### src/rtl/seq_alu_pkg.sv
// Shared types for the sequential ALU: opcode encoding and controller states.
package seq_alu_pkg;

    typedef enum logic [2:0] {
        OP_ADD = 3'd0,
        OP_SUB = 3'd1,
        OP_AND = 3'd2,
        OP_OR  = 3'd3,
        OP_XOR = 3'd4,
        OP_SHL = 3'd5,
        OP_SHR = 3'd6,
        OP_MUL = 3'd7
    } opcode_e;

    typedef enum logic [1:0] {
        ST_IDLE = 2'd0,
        ST_BUSY = 2'd1,
        ST_DONE = 2'd2
    } state_e;

endpackage

### src/rtl/seq_alu_mul.sv
// Shift-add multiplier for seq_alu; built only when SEQ_ALU_MUL_EN is defined.
// Bit 0 is folded in at start, so `product` is final while `done` is high.
`ifdef SEQ_ALU_MUL_EN
module seq_alu_mul #(
    parameter int WIDTH = 4
) (
    input  logic                 clk,
    input  logic                 rst_n,
    input  logic                 start,
    input  logic                 step,
    input  logic [WIDTH-1:0]     a,
    input  logic [WIDTH-1:0]     b,
    output logic [2*WIDTH-1:0]   product,
    output logic                 done
);

    localparam int CW = $clog2(WIDTH + 1);

    logic [2*WIDTH-1:0] mcand_reg;
    logic [2*WIDTH-1:0] acc_reg;
    logic [2*WIDTH-1:0] partial;
    logic [WIDTH-1:0]   mplier_reg;
    logic [CW-1:0]      cnt_reg;

    // The pending partial product is added combinationally so the caller can
    // latch the full product on the same edge as the last step.
    assign partial = mplier_reg[0] ? mcand_reg : '0;
    assign product = acc_reg + partial;
    assign done    = (cnt_reg == CW'(1));

    always_ff @(posedge clk or negedge rst_n) begin
        if (!rst_n) begin
            mcand_reg  <= '0;
            acc_reg    <= '0;
            mplier_reg <= '0;
            cnt_reg    <= '0;
        end else if (start) begin
            acc_reg    <= b[0] ? {{WIDTH{1'b0}}, a} : '0;
            mcand_reg  <= {{(WIDTH-1){1'b0}}, a, 1'b0};
            mplier_reg <= b >> 1;
            cnt_reg    <= CW'(WIDTH - 1);
        end else if (step && cnt_reg != '0) begin
            acc_reg    <= product;
            mcand_reg  <= mcand_reg << 1;
            mplier_reg <= mplier_reg >> 1;
            cnt_reg    <= cnt_reg - CW'(1);
        end
    end

endmodule
`endif

### src/rtl/seq_alu.sv
// Registered ALU with valid/ready handshakes and Z/C/V/ERR flags.
// Define SEQ_ALU_MUL_EN to build the multi-cycle multiplier; otherwise MUL reports flag_err.
module seq_alu
    import seq_alu_pkg::*;
#(
    parameter int WIDTH = 4
) (
    input  logic             clk,
    input  logic             rst_n,
    input  logic             en,
    input  logic             in_valid,
    output logic             in_ready,
    input  logic [2:0]       opcode,
    input  logic [WIDTH-1:0] in_1,
    input  logic [WIDTH-1:0] in_2,
    output logic             out_valid,
    input  logic             out_ready,
    output logic [WIDTH-1:0] out,
    output logic             flag_z,
    output logic             flag_c,
    output logic             flag_v,
    output logic             flag_err
);

    localparam int MSB = WIDTH - 1;

    state_e             state_reg;
    logic               init_done_reg;
    logic               out_valid_reg;
    logic [WIDTH-1:0]   out_reg;
    logic               z_reg;
    logic               c_reg;
    logic               v_reg;
    logic               err_reg;

    opcode_e            op;
    logic               accept;
    logic               go_busy;
    logic [WIDTH:0]     sum_ext;
    logic [WIDTH:0]     diff_ext;
    logic               shift_oob;
    logic [WIDTH-1:0]   res_next;
    logic               c_next;
    logic               v_next;
    logic               err_next;

    assign op        = opcode_e'(opcode);
    // init_done_reg keeps in_ready low until the first edge after reset release.
    assign in_ready  = en && init_done_reg && (state_reg == ST_IDLE);
    assign accept    = in_valid && in_ready;

    assign out_valid = out_valid_reg;
    assign out       = out_reg;
    assign flag_z    = z_reg;
    assign flag_c    = c_reg;
    assign flag_v    = v_reg;
    assign flag_err  = err_reg;

    assign sum_ext   = {1'b0, in_1} + {1'b0, in_2};
    assign diff_ext  = {1'b0, in_1} - {1'b0, in_2};
    assign shift_oob = 32'(in_2) >= 32'(WIDTH);

`ifdef SEQ_ALU_MUL_EN
    logic                 mul_start;
    logic                 mul_done;
    logic [2*WIDTH-1:0]   mul_product;

    assign mul_start = accept && (op == OP_MUL);
    assign go_busy   = (op == OP_MUL);

    seq_alu_mul #(
        .WIDTH   (WIDTH)
    ) u_mul (
        .clk     (clk),
        .rst_n   (rst_n),
        .start   (mul_start),
        .step    (en),
        .a       (in_1),
        .b       (in_2),
        .product (mul_product),
        .done    (mul_done)
    );
`else
    assign go_busy = 1'b0;
`endif

    always_comb begin
        res_next = '0;
        c_next   = 1'b0;
        v_next   = 1'b0;
        err_next = 1'b0;
        case (op)
            OP_ADD: begin
                res_next = sum_ext[MSB:0];
                c_next   = sum_ext[WIDTH];
                v_next   = (in_1[MSB] == in_2[MSB]) && (sum_ext[MSB] != in_1[MSB]);
            end
            OP_SUB: begin
                res_next = diff_ext[MSB:0];
                c_next   = diff_ext[WIDTH];
                v_next   = (in_1[MSB] != in_2[MSB]) && (diff_ext[MSB] != in_1[MSB]);
            end
            OP_AND:  res_next = in_1 & in_2;
            OP_OR:   res_next = in_1 | in_2;
            OP_XOR:  res_next = in_1 ^ in_2;
            OP_SHL:  res_next = shift_oob ? '0 : (in_1 << in_2);
            OP_SHR:  res_next = shift_oob ? '0 : (in_1 >> in_2);
`ifndef SEQ_ALU_MUL_EN
            OP_MUL:  err_next = 1'b1;
`endif
            default: ;
        endcase
    end

    always_ff @(posedge clk or negedge rst_n) begin
        if (!rst_n) begin
            state_reg     <= ST_IDLE;
            init_done_reg <= 1'b0;
            out_valid_reg <= 1'b0;
            out_reg       <= '0;
            z_reg         <= 1'b0;
            c_reg         <= 1'b0;
            v_reg         <= 1'b0;
            err_reg       <= 1'b0;
        end else begin
            init_done_reg <= 1'b1;
            if (en) begin
                case (state_reg)
                    ST_IDLE: begin
                        if (accept) begin
                            if (go_busy) begin
                                state_reg <= ST_BUSY;
                            end else begin
                                state_reg     <= ST_DONE;
                                out_valid_reg <= 1'b1;
                                out_reg       <= res_next;
                                z_reg         <= (res_next == '0);
                                c_reg         <= c_next;
                                v_reg         <= v_next;
                                err_reg       <= err_next;
                            end
                        end
                    end
`ifdef SEQ_ALU_MUL_EN
                    ST_BUSY: begin
                        if (mul_done) begin
                            state_reg     <= ST_DONE;
                            out_valid_reg <= 1'b1;
                            out_reg       <= mul_product[MSB:0];
                            z_reg         <= (mul_product[MSB:0] == '0);
                            c_reg         <= |mul_product[2*WIDTH-1:WIDTH];
                            v_reg         <= 1'b0;
                            err_reg       <= 1'b0;
                        end
                    end
`endif
                    ST_DONE: begin
                        if (out_ready) begin
                            state_reg     <= ST_IDLE;
                            out_valid_reg <= 1'b0;
                        end
                    end
                    default: state_reg <= ST_IDLE;
                endcase
            end
        end
    end

endmodule

### config.mk
export PLATFORM = sky130hd
export DESIGN_NAME = seq_alu
export DESIGN_NICKNAME = d
export VERILOG_FILES = /design/src/rtl/seq_alu_pkg.sv /design/src/rtl/seq_alu_mul.sv /design/src/rtl/seq_alu.sv
export SDC_FILE = /design/constraint.sdc
export NUM_CORES = 1
export LEC_CHECK = 0
export BUFFER_PORTS_ARGS = -buffer_cell sky130_fd_sc_hd__buf_2
export CAP_MARGIN = 5
export CORE_AREA = 2 2 42 60
export DETAILED_ROUTE_END_ITERATION = 8
export DIE_AREA = 0 0 44 62
export GPL_TIMING_DRIVEN = 0
export PLACE_DENSITY_LB_ADDON = 0.12
export SYNTH_ARGS = -nofsm -noshare
export SYNTH_HDL_FRONTEND = slang
export SYNTH_SLANG_ARGS = --single-unit
### constraint.sdc
create_clock -name clk -period 2.3 [get_ports clk]
set_clock_uncertainty 0.15 [all_clocks]
set_input_delay 0.23 -clock clk [delete_from_list [all_inputs] [get_ports clk]]
set_output_delay 0.23 -clock clk [all_outputs]
set_load 0.05 [all_outputs]
==> results_dict.tcl, run 1 <==
set metrics [dict create \
    maxSlewViolCount 0 \
    synthesis.nets 178 \
    core_area_sq_um 2260 \
    rows 21 \
    rsz0062_at_grt "false" \
    min_period_ns 2.19 \
    nets 209 \
    synth_edf_count 0 \
    synth_seq_area_share 0.206 \
    instances_no_fill 201 \
    diodes 0 \
    drive_above_1_share 0.258 \
    start_util 0.537 \
    use_met1 0.250 \
    cts-buffers-inserted 3 \
    hp-class "in2reg" \
    layout_common_cells "buf_2, nand2_1, o21ai_0" \
    pin_count 26 \
    timing.final.crit_share 0.954 \
    slowest_stage "or3b_1" \
    setup.worst_path.end_class "flop" \
    critPathMaxStageDelay_ns 0.35 \
    place_hpwl_um 2380 \
    grt_pass1_wl_um 4770 \
    crit_arrival_ns 2.20 \
    finalWeightedCongestion 0.919 \
    critPathMaxFanout 8 \
    min_from "out_ready" \
    area_growth_pct 17.7 \
    setup_tns_ns 0 \
    fillCellCount 208 \
    first_iter_violations 35 \
    grt_pass1_vias 1132 \
    peakVddDrop_uv 241 \
    vias 1189 \
    cp-start-kind "primary input" \
    reg2reg_to "flag_z" \
    antenna_found_initial 0 \
    async_reset_ff_frac 1.00 \
    critPathKind "in2reg" \
    r2r_setup_slack_ns 0.78 \
    wl_per_cell_um 14.5 \
    grt_max_degree 11 \
    cellPowerDensity_nw_per_um2 530 \
    clk_pin_slew_ns 0.07 \
    h-tree-depth 1 \
    use_met2 0.464 \
    postCtsSetupBuffers 0 \
    r2r_start "out_valid" \
    layout_commonest_cell "buf_2" \
    fp.dieH_um 62 \
    ys_warn_count 0 \
    fp.dieArea_sq_um 2730 \
    chipWidth_um 44 \
    ys_ff_latch 10 \
    worst_r2r_path_depth 5 \
    drcViolationCount 0 \
    maxCapViolations 0 \
    port_buffers 25 \
    p_leak_nw 0.674 \
    dr.pass1.iters 4 \
    synth_ff_type "dfrtp_1" \
    finalWirelength_um 2910 \
    cts_tree "yes" \
    cts.sinks 10 \
    max_clock_freq_mhz 456 \
    setup_viol 0 \
    largest_register_ff_count 4 \
    holdPathEnd "out_valid" \
    clk_latency_ns 0.27 \
    finalPower_mw 0.757 \
    clk_path_buf_depth 2 \
    busiest_layer "met2" \
    avgSynthCellArea_sq_um 8.20 \
    grt_overflow 0 \
    grtUsageTotal 0.238 \
    viasPerCell 5.92 \
    drt.antenna.violating_nets 0 \
    path_cells "buf_2 > clkbuf_4 > inv_1 > ha_4 > nor2_4 > o221ai_2 > or3b_1 > a31oi_1 > a311oi_1 > a32o_1" \
    holdPathStages 4 \
    grt_use_met3 0.0116 \
    clock-root-buffer "clkbuf_4" \
    synth_area_sq_um 1210 \
    dp.cells 196 \
    status "finished clean" \
    netlist_instances 148 \
    finalHoldViolCount 0 \
    yosysUniqueCellTypes 50 \
    worstPathRequired_ns 2.31 \
]
-- worst max-delay path, delay by kind of cell --
kind,cells,cell delay (ns)
AOI/OAI and AO/OA,4,0.72
adders and majority gates,1,0.26
buffers and inverters,3,0.52
and+or+nand+nor,2,0.47
-- logic make-up (layout without fill, tap and decap cells) --
| logic type | after synthesis | count (layout) | synth area share |
|---|---|---|---|
| AOI/OAI and AO/OA | 45 | 45 | 0.257 |
| and+or+nand+nor | 53 | 53 | 0.238 |
| muxes | 2 | 2 | 0.0165 |
| DFF | 10 | 10 | 0.206 |
| adders and majority gates | 14 | 14 | 0.157 |
| buffers and inverters | 19 | 49 | 0.0938 |
| xor gates and xnor gates | 4 | 4 | 0.0289 |
| other | 1 | 1 | 0.00309 |
-- through the flow --
| stage | utilization | worst slack [ns] | hold WS, ns | instance area, sq um |
|---|---|---|---|---|
| after floorplan | - | 0.173 | -0.216 | 1210 |
| after global placement | 0.605 | -0.235 | -0.0571 | 1370 |
| after detailed placement | 0.605 | -0.272 | -0.0556 | 1370 |
| after CTS | 0.626 | 0.0152 | 0.0717 | 1410 |
| after global routing | 0.632 | 0.0515 | 0.106 | 1430 |
| final | 0.632 | 0.106 | 0.0722 | 1430 |
-- cells in the mapped netlist (3+ instances only) --
cell,number,share of area
xnor2_1,3,0.022
nand3_1,4,0.016
inv_1,10,0.031
dfrtp_1,10,0.21
nor2b_1,6,0.031
nand2_1,18,0.056
ha_1,12,0.12
o21ai_0,13,0.054
nor2_1,10,0.031
a31oi_1,3,0.015
buf_6,3,0.028
buf_2,3,0.012
a21oi_1,9,0.037
-- layout make-up --
type                            instances  area, sq um  share of cell area
Sequential cell                        10          250               0.175
Buffer                                  8         75.1              0.0525
Multi-Input combinational cell        119          862               0.603
Tap cell                               23         28.8              0.0201
Timing Repair Buffer                   26          135              0.0946
Inverter                               11         41.3              0.0289
Clock buffer                            4         36.3              0.0254
-- per-layer routing --
layer / up-vias / part of all wire
met1: 555 / 0.38
li1: 581 / -
met2: 43 / 0.55
met4: 0 / 0.027
met5: - / 0
met3: 10 / 0.041
-- what timing repair did --
item / in CTS / in global routing
gates resized for setup: 0 / 2
hold buffers: 1 / 0
hold endpoints to repair: 10 / 0
endpoints found under the setup margin: 0 / 2
-- worst max path at each step --
stage	endpoint	from	cells after the start	slack (ns)
after floorplan	flag_z	in_2[1]	9	0.17
final	flag_z	in_2[1]	10	0.11
after detailed placement	flag_z	in_2[1]	10	-0.27
after global placement	flag_z	in_2[1]	10	-0.23
after global routing	flag_z	in_2[1]	10	0.05
after CTS	flag_z	in_2[1]	10	0.02
-- power by group --
group          switching, mW  internal, mW  leakage (nW)
combinational          0.255         0.122         0.526
clock                 0.0614        0.0962        0.0210
sequential            0.0152         0.208         0.127
total                  0.331         0.426         0.674
(Power assumes the default switching activity.)
==> run 2, diff against run 1 <==
MAX_ROUTING_LAYER = met4   (was not set)
SETUP_SLACK_MARGIN = 0.5   (was not set)
==> results_dict.tcl, run 2 (synthesized netlist as in run 1, its figures left out) <==
set metrics [dict create \
    status "finished clean" \
    p_sw_mw 0.361 \
    r2r_setup_slack_ns 0.73 \
    grt_overflow 0 \
    rows 21 \
    finalWirelength_um 3350 \
    reg2reg_to "out[1]" \
    first_iter_violations 30 \
    grt_pass1_vias 1186 \
    clk_latency_ns 0.27 \
    grt_max_degree 11 \
    p_sw_frac 0.441 \
    clock-root-buffer "clkbuf_4" \
    cts.sinks 10 \
    hp-class "in2reg" \
    wl_per_cell_um 16.0 \
    place_hpwl_um 2530 \
    pin_count 26 \
    drive_above_1_share 0.398 \
    setup_viol 0 \
    grt_pass1_wl_um 5260 \
    critPathMaxFanout 5 \
    maxSlewViolCount 0 \
    placed_cell_area_sq_um 1420 \
    peakVddDrop_uv 252 \
    diodes 0 \
    final.setup.worst_slack_ns 0.446 \
    vias 1214 \
    finalWeightedCongestion 0.904 \
    dr.pass1.iters 4 \
    finalPower_mw 0.820 \
    drt.antenna.violating_nets 0 \
    timing.final.crit_share 0.806 \
    sequentialPowerShare 0.275 \
    stdcell_area_sq_um 1650 \
    fp.dieArea_sq_um 2730 \
    drcViolationCount 0 \
    clk_path_buf_depth 2 \
    dp.cells 196 \
    min_period_ns 1.85 \
    crit_path_end "flag_z" \
    setup.worst_path.end_class "flop" \
    cp-start-kind "primary input" \
    intPower_mw 0.459 \
    r2r_start "out_valid" \
    cp-startpoint "in_1[0]" \
    cts_tree "yes" \
    hold_ws_ns 0.0611 \
    clk_pin_slew_ns 0.07 \
    fp.dieH_um 62 \
    largest_register_ff_count 4 \
    instances_no_fill 209 \
    core_area_sq_um 2260 \
    layout_common_cells "buf_2, nand2_1, o21ai_0" \
    antenna_found_initial 0 \
    maxCapViolations 0 \
    layout_commonest_cell "buf_2" \
    preCtsSetupSlack_ns -0.0202 \
    start_util 0.537 \
    cts-buffers-inserted 3 \
    rsz0062_at_grt "true" \
    worstPathRequired_ns 2.32 \
    viasPerCell 5.81 \
    grtUsageTotal 0.274 \
    h-tree-depth 1 \
    chipWidth_um 44 \
    crit_arrival_ns 1.87 \
    worst_r2r_path_depth 5 \
    p_clk_frac 0.196 \
    port_buffers 25 \
    comb_power_share 0.529 \
    nets 217 \
    max_clock_freq_mhz 539 \
    cellPowerDensity_nw_per_um2 497 \
    area_growth_pct 35.8 \
    critPathKind "in2reg" \
    finalHoldViolCount 0 \
    p_leak_nw 0.733 \
]
[run 2: changes by cell type in the layout (fill, tap and decap cells not counted), sizes merged]
cell / before / now
buf: 31 / 39
[run 2: repair_timing]
| item | in CTS | in global routing |
|---|---|---|
| pin swaps | 16 | 11 |
| resized for setup | 28 | 7 |
| setup buffers | 8 | 0 |
| hold endpoints to repair | 10 | 0 |
| hold buffers | 1 | 0 |
| setup endpoints to repair | 4 | 4 |
[run 2: power by group through the flow]
stage	Combinational, mW	Sequential [mW]	Clock (mW)
4_1_cts	0.423	0.226	0.159
3_3_place_gp	0.380	0.226	0
3_5_place_dp	0.385	0.229	0
6_report	0.434	0.225	0.161
2_1_floorplan	0.169	0.340	0
5_1_grt	0.467	0.229	0.167
[run 2: stage by stage]
stage          TNS [ns]  utilization
2_1_floorplan         0            -
3_3_place_gp    -0.0209        0.630
3_5_place_dp    -0.0202        0.630
4_1_cts               0        0.720
5_1_grt               0        0.729
6_report              0        0.729
[run 2: area by class of cell]
class                      instances  area, sq um
tap                               23         28.8
multi-input combinational        119          965
sequential                        10          250
timing repair buffer              34          235
buffer                             8         78.8
fill                             183          612
inverter                          11         53.8
clock buffer                       4         36.3
[run 2: worst max-delay path, stage by stage]
cell and delay [ns]:
buf_8 0.11, ha_4 0.16, fa_2 0.35, nor2b_4 0.14, xnor2_2 0.13, o32ai_2 0.25
a211oi_2 0.10, nor2b_1 0.15, a32o_1 0.24
[run 2: metal layers]
layer | global-route usage | vias to the layer above | share of wire
li1 | - | 600 | -
met1 | 0.259 | 568 | 0.35
met2 | 0.538 | 37 | 0.59
met3 | 0.0145 | 9 | 0.031
met4 | 0.156 | 0 | 0.029
met5 | - | - | 0
[run 2: worst min path at each step]
| stage | to | start | cells after the start | slack, ns |
|---|---|---|---|---|
| global placement | flag_v | rst_n | 1 | -0.06 |
| floorplan | flag_c | rst_n | 0 | -0.22 |
| detailed placement | flag_v | rst_n | 1 | -0.05 |
| global route | out_valid | out_ready | 4 | 0.07 |
| finish | out_valid | out_ready | 4 | 0.06 |
| CTS | out_valid | out_ready | 4 | 0.06 |
==> run 3, diff against run 2 <==
ABC_AREA = 1   (was not set)
CORE_AREA = 2 2 45 63   (was 2 2 42 60)
DIE_AREA = 0 0 47 65   (was 0 0 44 62)
clock period = 1.6 ns   (was 2.3 ns; I/O delays follow)
==> results_dict.tcl, run 3 <==
set metrics [dict create \
    status "finished clean" \
    worstPathRequired_ns 1.65 \
    preCtsSetupSlack_ns -0.270 \
    cts.sinks 10 \
    max_clock_freq_mhz 673 \
    start_util 0.460 \
    path_buf_inv 1 \
    slowest_stage "fa_2" \
    intPower_mw 1.02 \
    cts_tree "yes" \
    fillCellCount 205 \
    synth_xor_area_frac 0 \
    chipWidth_um 47 \
    drt.antenna.violating_nets 0 \
    antenna_found_initial 0 \
    critPathMaxFanout 3 \
    synth_top_cells_by_count "nand2_1, nand3_1, inv_1" \
    first_iter_violations 33 \
    synth-simple-area-share 0.426 \
    rsz0062_at_grt "true" \
    use_met1 0.262 \
    cp-start-kind "primary input" \
    clk_latency_ns 0.26 \
    grtUsageTotal 0.263 \
    clk_path_buf_depth 2 \
    pin_count 26 \
    finalWeightedCongestion 0.900 \
    cts-buffers-inserted 3 \
    synth_area_leaders "dfrtp_1, nand2_1, ha_1, nand3_1, inv_1" \
    synth_mux_area_frac 0 \
    wl_per_cell_um 13.2 \
    clk_pin_slew_ns 0.07 \
    grt_pass1_wl_um 5840 \
    grt_pass1_vias 1390 \
    min_period_ns 1.48 \
    layout_common_cells "nand2_1, nand3_1, buf_4" \
    fin_util 0.748 \
    finalWirelength_um 3580 \
    maxCapViolations 0 \
    drive_above_1_share 0.413 \
    diodes 0 \
    busiest_layer "met2" \
    rows 22 \
    vias 1394 \
    synth_ff_type "dfrtp_1" \
    p_sw_mw 0.824 \
    h-tree-depth 1 \
    use_met2 0.505 \
    peakVddDrop_uv 529 \
    critPathKind "in2reg" \
    grt_overflow 0 \
    ys_ff_latch 10 \
    critPathMaxStageDelay_ns 0.33 \
    finalHoldViolCount 0 \
    area_growth_pct 62.3 \
    p_leak_nw 0.927 \
    cellPowerDensity_nw_per_um2 977 \
    synth_area_sq_um 1170 \
    setup.worst_path.end_class "flop" \
    synth_top_family_by_area "simple AND/OR/NAND/NOR gates" \
    synthesis.nets 212 \
    fp.dieH_um 65 \
    maxSlewViolCount 0 \
    setup_viol 0 \
    fp.dieArea_sq_um 3060 \
    comb_power_share 0.655 \
    grt_max_degree 11 \
    layout_commonest_cell "nand2_1" \
    multiInputGateArea_sq_um 933 \
    netlist_instances 182 \
    synth_compound_area_frac 0.0923 \
    crit_top_cell "nand2_1" \
    seq_area_sq_um 251 \
    viasPerCell 5.14 \
    clock-root-buffer "clkbuf_4" \
    core_area_sq_um 2530 \
    synth_edf_count 0 \
    synth_area_leader_cell "dfrtp_1" \
    nets 266 \
    synth.most_common_cell "nand2_1" \
    largest_register_ff_count 4 \
    grt_use_met3 0.00836 \
    p_clk_frac 0.121 \
    cpLargestDelayFamily "simple AND/OR/NAND/NOR gates" \
    path_cells "buf_8 > ha_4 > fa_2 > or2_1 > nand3_2 > nand2_1 > nor2_1 > nand2_1 > nor2_2 > nand3_1 > nand2_1" \
    avgSynthCellArea_sq_um 6.41 \
    synth_top_cell_area_share 0.215 \
    yosysUniqueCellTypes 27 \
    sequentialPowerShare 0.223 \
    place_hpwl_um 2480 \
    instances_no_fill 271 \
    synth_seq_area_share 0.215 \
    async_reset_ff_frac 1.00 \
    dp.cells 241 \
    drcViolationCount 0 \
    ys_warn_count 0 \
    final.setup.worst_slack_ns 0.115 \
    hp-class "in2reg" \
    crit_arrival_ns 1.54 \
    dr.pass1.iters 4 \
    timing.final.crit_share 0.928 \
    synth_fa_ha_area_frac 0.163 \
    p_sw_frac 0.446 \
    hold_ws_ns 0.0805 \
    port_buffers 23 \
]
==> run 3: cells by family (layout without fill, tap and decap cells) <==
group | after synthesis | in the layout
simple gates | 108 | 108
compound gates | 20 | 20
buf+inv | 29 | 82
flops | 10 | 10
other cells | 1 | 1
fa+ha+maj | 14 | 14
==> run 3: worst paths after layout <==
path	startpoint	endpoint	slack, ns	cells after the start
max	in_1[0]	flag_z	0.12	11
min	in_1[3]	flag_v	0.08	3
max reg2reg	out_valid	flag_z	0.16	9
min reg2reg	flag_v	flag_v	0.37	2
max in group asynchronous	rst_n	out_valid	0.95	2
min in group asynchronous	rst_n	flag_v	0.15	2
==> run 3: final cells by class <==
| class | instances | area share |
|---|---|---|
| multi-input combinational | 143 | 0.493 |
| tap | 36 | 0.0238 |
| timing repair buffer | 49 | 0.245 |
| clock buffer | 4 | 0.0192 |
| sequential | 10 | 0.133 |
| buffer | 4 | 0.0238 |
| inverter | 25 | 0.0628 |
==> run 3: stage by stage <==
stage               setup TNS (ns)  power [mW]  cell area (sq um)
CTS                              0        1.74               1780
finish                           0        1.85               1890
detailed placement           -1.26        1.15               1350
floorplan                        0       0.956               1190
global route               -0.0102        1.96               1890
global placement             -1.10        1.13               1350
==> run 3: per-layer routing <==
metal  up-vias  wire length [um]
li1        698                 -
met1       654              1250
met2        33              2170
met3         9                89
met4         0                67
met5         -                 0
==> run 3: what timing repair did <==
action	4_1_cts	5_1_grt
pin swaps	18	9
gates resized for setup	73	16
endpoints found under the hold margin	11	0
hold buffers	3	0
endpoints found under the setup margin	19	19
buffers inserted	13	9
cloned	1	0
==> run 3: power groups by stage <==
| stage | logic [mW] | registers [mW] | clock network [mW] |
|---|---|---|---|
| CTS | 1.11 | 0.405 | 0.227 |
| global placement | 0.737 | 0.395 | 0 |
| global route | 1.30 | 0.425 | 0.236 |
| floorplan | 0.254 | 0.702 | 0 |
| detailed placement | 0.745 | 0.400 | 0 |
| finish | 1.21 | 0.413 | 0.224 |
==> run 3: worst min-delay path, stage by stage <==
cell     delay, ns
buf_2         0.13
nor2_1        0.06
o21ai_1       0.10
